## src/rtl/pipe_stage_fifo.sv

```systemverilog
// Elastic pipeline stage: DEPTH-entry circular buffer with valid/ready on both sides and flush.
// Latency: 1 cycle (PASS_THRU=0); 0 cycles when empty with PASS_THRU=1.
// Backpressure: in_ready depends only on stored count, flush and reset, never on out_ready.
module pipe_stage_fifo #(
  parameter int DATA_W    = 200,
  parameter int DEPTH     = 2,
  parameter int PASS_THRU = 0
) (
  input  logic                       clk,
  input  logic                       reset,
  input  logic                       flush,
  input  logic                       in_valid,
  output logic                       in_ready,
  input  logic [DATA_W-1:0]          in_data,
  output logic                       out_valid,
  input  logic                       out_ready,
  output logic [DATA_W-1:0]          out_data,
  output logic [$clog2(DEPTH+1)-1:0] count
);

  localparam int CW = $clog2(DEPTH+1);
  localparam int PW = (DEPTH > 1) ? $clog2(DEPTH) : 1;
  localparam bit PT = (PASS_THRU != 0);

  logic [DATA_W-1:0] mem [DEPTH];
  logic [PW-1:0]     wr_ptr;
  logic [PW-1:0]     rd_ptr;
  logic              full;
  logic              empty;
  logic              fwd;
  logic              push;
  logic              pop;
  logic              bypass;
  logic              store;
  logic              take;

  always_comb begin
    full     = (count == CW'(DEPTH));
    empty    = (count == '0);
    fwd      = PT && empty;
    in_ready = ~full & ~flush & ~reset;
    if (fwd) begin
      out_valid = in_valid & ~flush & ~reset;
      out_data  = in_data;
    end else begin
      out_valid = ~empty & ~flush & ~reset;
      out_data  = mem[rd_ptr];
    end
    push   = in_valid & in_ready;
    pop    = out_valid & out_ready;
    // A forwarded beat consumed in the same cycle never touches storage.
    bypass = fwd & push & pop;
    store  = push & ~bypass;
    take   = pop & ~bypass;
  end

  always_ff @(posedge clk) begin
    if (reset) begin
      count  <= '0;
      wr_ptr <= '0;
      rd_ptr <= '0;
      for (int i = 0; i < DEPTH; i++) mem[i] <= '0;
    end else if (flush) begin
      count  <= '0;
      wr_ptr <= '0;
      rd_ptr <= '0;
    end else begin
      if (store) begin
        mem[wr_ptr] <= in_data;
        wr_ptr      <= (wr_ptr == PW'(DEPTH-1)) ? '0 : wr_ptr + 1'b1;
      end
      if (take) begin
        rd_ptr <= (rd_ptr == PW'(DEPTH-1)) ? '0 : rd_ptr + 1'b1;
      end
      count <= count + CW'(store) - CW'(take);
    end
  end

  a_no_push_full: assert property (@(posedge clk) disable iff (reset) !(push && full));
  a_no_pop_empty: assert property (@(posedge clk) disable iff (reset) !(pop && empty && !fwd));
  a_count_range:  assert property (@(posedge clk) count <= CW'(DEPTH));

endmodule
```

## config.mk

```make
export PLATFORM = sky130hd
export DESIGN_NAME = pipe_stage_fifo
export DESIGN_NICKNAME = d
export VERILOG_FILES = /design/src/rtl/pipe_stage_fifo.sv
export SDC_FILE = /design/constraint.sdc
export NUM_CORES = 1
export LEC_CHECK = 0
export CAP_MARGIN = 5
export CORE_MARGIN = 2
export CORE_UTILIZATION = 44
export CTS_BUF_LIST = sky130_fd_sc_hd__clkbuf_4
export CTS_CLUSTER_SIZE = 12
export DETAILED_ROUTE_END_ITERATION = 12
export PLACE_DENSITY = 0.75
export SLEW_MARGIN = 20
export SYNTH_ARGS = -nofsm -noshare
export SYNTH_HDL_FRONTEND = slang
export SYNTH_SLANG_ARGS = --single-unit
```

## constraint.sdc

```tcl
create_clock -name clk -period 4.9 [get_ports clk]
set_input_delay 1.47 -clock clk [delete_from_list [all_inputs] [get_ports clk]]
set_output_delay 1.47 -clock clk [all_outputs]
set_load 0.03 [all_outputs]
```

==> impl_metrics.toml, run 1 <==
[status]
status = "complete, no violations"

[timing]
rsz0062_at_grt = "false"
setup_tns_ns = 0
finalWorstSetupSlack_ns = 0.3826
finalHoldViolations = 0
whs_ns = 0.5056
drv_slew = 0
skew_ns = 0.04386
worstMarginPinSlew_ns = 0.8344
clock.fmax_mhz = 221.4
fin_crit_ns = 4.517
max_slew_margin_pct = 44.38
setup-violations-final = 0
fin_crit_sh_pct = 92.19

[clocking]
numCtsBuffers = 105
insertion_delay_ns = 0.80
clockRootBuffer = "clkbuf_4"
post_cts_buffers = 0
cts_tree = "built"
cts_sinks = 405
htreeDepth = 3
clk_pin_slew_ns = 0.06
ctsHoldBuffers = 0
cts_resized = 0
clockBufferDepth = 3

[route]
drt_iter0_drc = 462
vias = 10530
wl_um = 40750
via_per_inst = 4.839
ant_nets = 0
drc = 0
wl_per_cell_um = 18.74
first_pass_iters = 7

[worst_setup_path]
start_kind = "primary input"
path_class = "primary input to primary output"
worst_setup_path_end_kind = "primary output"
required_ns = 3.43
crit_arrival_ns = 3.05
worstPathMaxFanout = 7

[logic_synthesis]
postSynthCellCount = 1099
synth_top_cell_by_area = "edfxtp_1"
syn-num-nets = 1306
yosysUniqueCellTypes = 24
synth.avg_cell_area_um2 = 15.80
yosys_warnings = 0
synth_area_um2 = 17360
yosysSeqAreaShare_pct = 69.75
synth_top_area_share_pct = 69.17
ys_seq_elements = 405
synthTopCellsByArea = "edfxtp_1 (69%), and2_1 (14%), mux2_2 (13%)"

[die]
initial_core_util_pct = 44.72
die_area_um2 = 41070
ios = 409
chipHeight_um = 202.7
die_x_um = 202.7
row_count = 72
core-area_um2 = 38830

[place]
place_ws_ns = 0.3700
hpwl_um = 25980
place.gp.congestion = 0.8337
io_buffers = 408
dp_cells = 1989
placed_area_um2 = 22170

[power_and_ir_drop]
power_density_nw_per_um2 = 330.0
p_total_mw = 7.750
vdd_drop_max_v = 0.0002678
leakage_nw = 8.844

[finish]
area_delta_synth_final_pct = 35.23
n_fill_cell = 3014
utilization_pct = 60.48
final_common_cell = "clkdlybuf4s50_1"
layout_common_cells = "clkdlybuf4s50_1 (408), and2_1 (401), edfxtp_1 (400)"
fin_area_um2 = 23480
drive_gt1_share_pct = 24.24
final_cells = 2175
nets = 1785

[global_routing]
grt_overflow_total = 0
grt_pass1_wl_um = 61670
grt_max_degree = 202
grt_pass1_vias = 11080
antenna_found_initial = 6
grt_usage_pct = 19.74

[min_path]
hp-class = "register to register"

[run]
maxCapViolations = 0
-- logic make-up (layout without fill, tap and decap cells) --
kind of cell,Yosys count,count (layout),synth area share (%)
other,0,3,0
DFF,405,405,69.75
AOI/OAI and AO/OA,2,2,0.07204
muxes,200,200,12.97
buffers and inverters,68,623,1.852
adders and majority gates,2,2,0.1441
and+or+nand+nor,420,420,15.11
xor gates and xnor gates,2,2,0.1009
-- Yosys cell counts --
library cell	instances
nand3_1	1
nor2b_1	1
o21bai_1	1
clkbuf_1	24
buf_2	23
dfxtp_1	5
nand2_1	3
ha_1	2
and2_1	401
nor2_1	7
o21ai_0	1
xnor2_1	1
clkbuf_2	18
mux2_2	200
inv_1	1
and2b_1	1
nor4b_4	1
or2_2	2
or2_1	1
buf_6	2
edfxtp_1	400
and4b_1	1
xor2_1	1
or3_1	1
-- layer usage --
layer / vias up / track usage (%) / part of all wire [%]
met2: 418 / 32.12 / 48
met5: - / 0 / 0.032
li1: 4940 / - / -
met3: 70 / 9.213 / 11
met4: 2 / 8.003 / 2.5
met1: 5095 / 22.55 / 39
-- flip-flops by register name, summed over array words and instances (netlist names), named ones only --
name	cells
rd_ptr	1
mem	400
wr_ptr	1
count	2
-- path summary, 6_finish.rpt --
path	slack (ns)	cells past startpoint	to	start
worst max register to register	2.63	4	mem[0][94]	count[0]
worst min register to register	0.51	2	rd_ptr	rd_ptr
worst max-delay path	0.38	4	in_ready	reset
worst min-delay path	0.51	2	rd_ptr	rd_ptr
-- area by class of cell --
class                      instances  area (um2)  share of cell area (%)
clock inverter                    20       76.32                  0.3250
multi-input combinational        626        4940                   21.04
sequential                       405       12120                   51.60
inverter                           1       3.754                 0.01599
antenna                            3       7.507                 0.03197
tap                              518       648.1                   2.760
clock buffer                     163        1224                   5.211
timing repair buffer             439        4467                   19.02
-- critical path, stage by stage --
cell	delay (ns)
clkdlybuf4s50_1	0.45
or2_1	0.33
nor2_1	0.13
clkdlybuf4s50_1	0.67
-- report_power, final --
group	internal, mW	leakage, nW	switching (mW)
logic	0.449	3.86	0.486
registers	3.98	4.20	0.0389
clock network	1.49	0.786	1.30
total	5.92	8.84	1.83
(Power assumes the default switching activity.)
==> run 2: changes to the inputs <==
--- a/config.mk
+++ b/config.mk
@@ -5,6 +5,7 @@
 export SDC_FILE = /design/constraint.sdc
 export NUM_CORES = 1
 export LEC_CHECK = 0
+export ABC_CLOCK_PERIOD_IN_PS = 4900
 export CAP_MARGIN = 5
 export CORE_MARGIN = 2
 export CORE_UTILIZATION = 44
==> results of run 2 <==
Same layout as run 1: the final DEF is identical, and so are final timing and power.
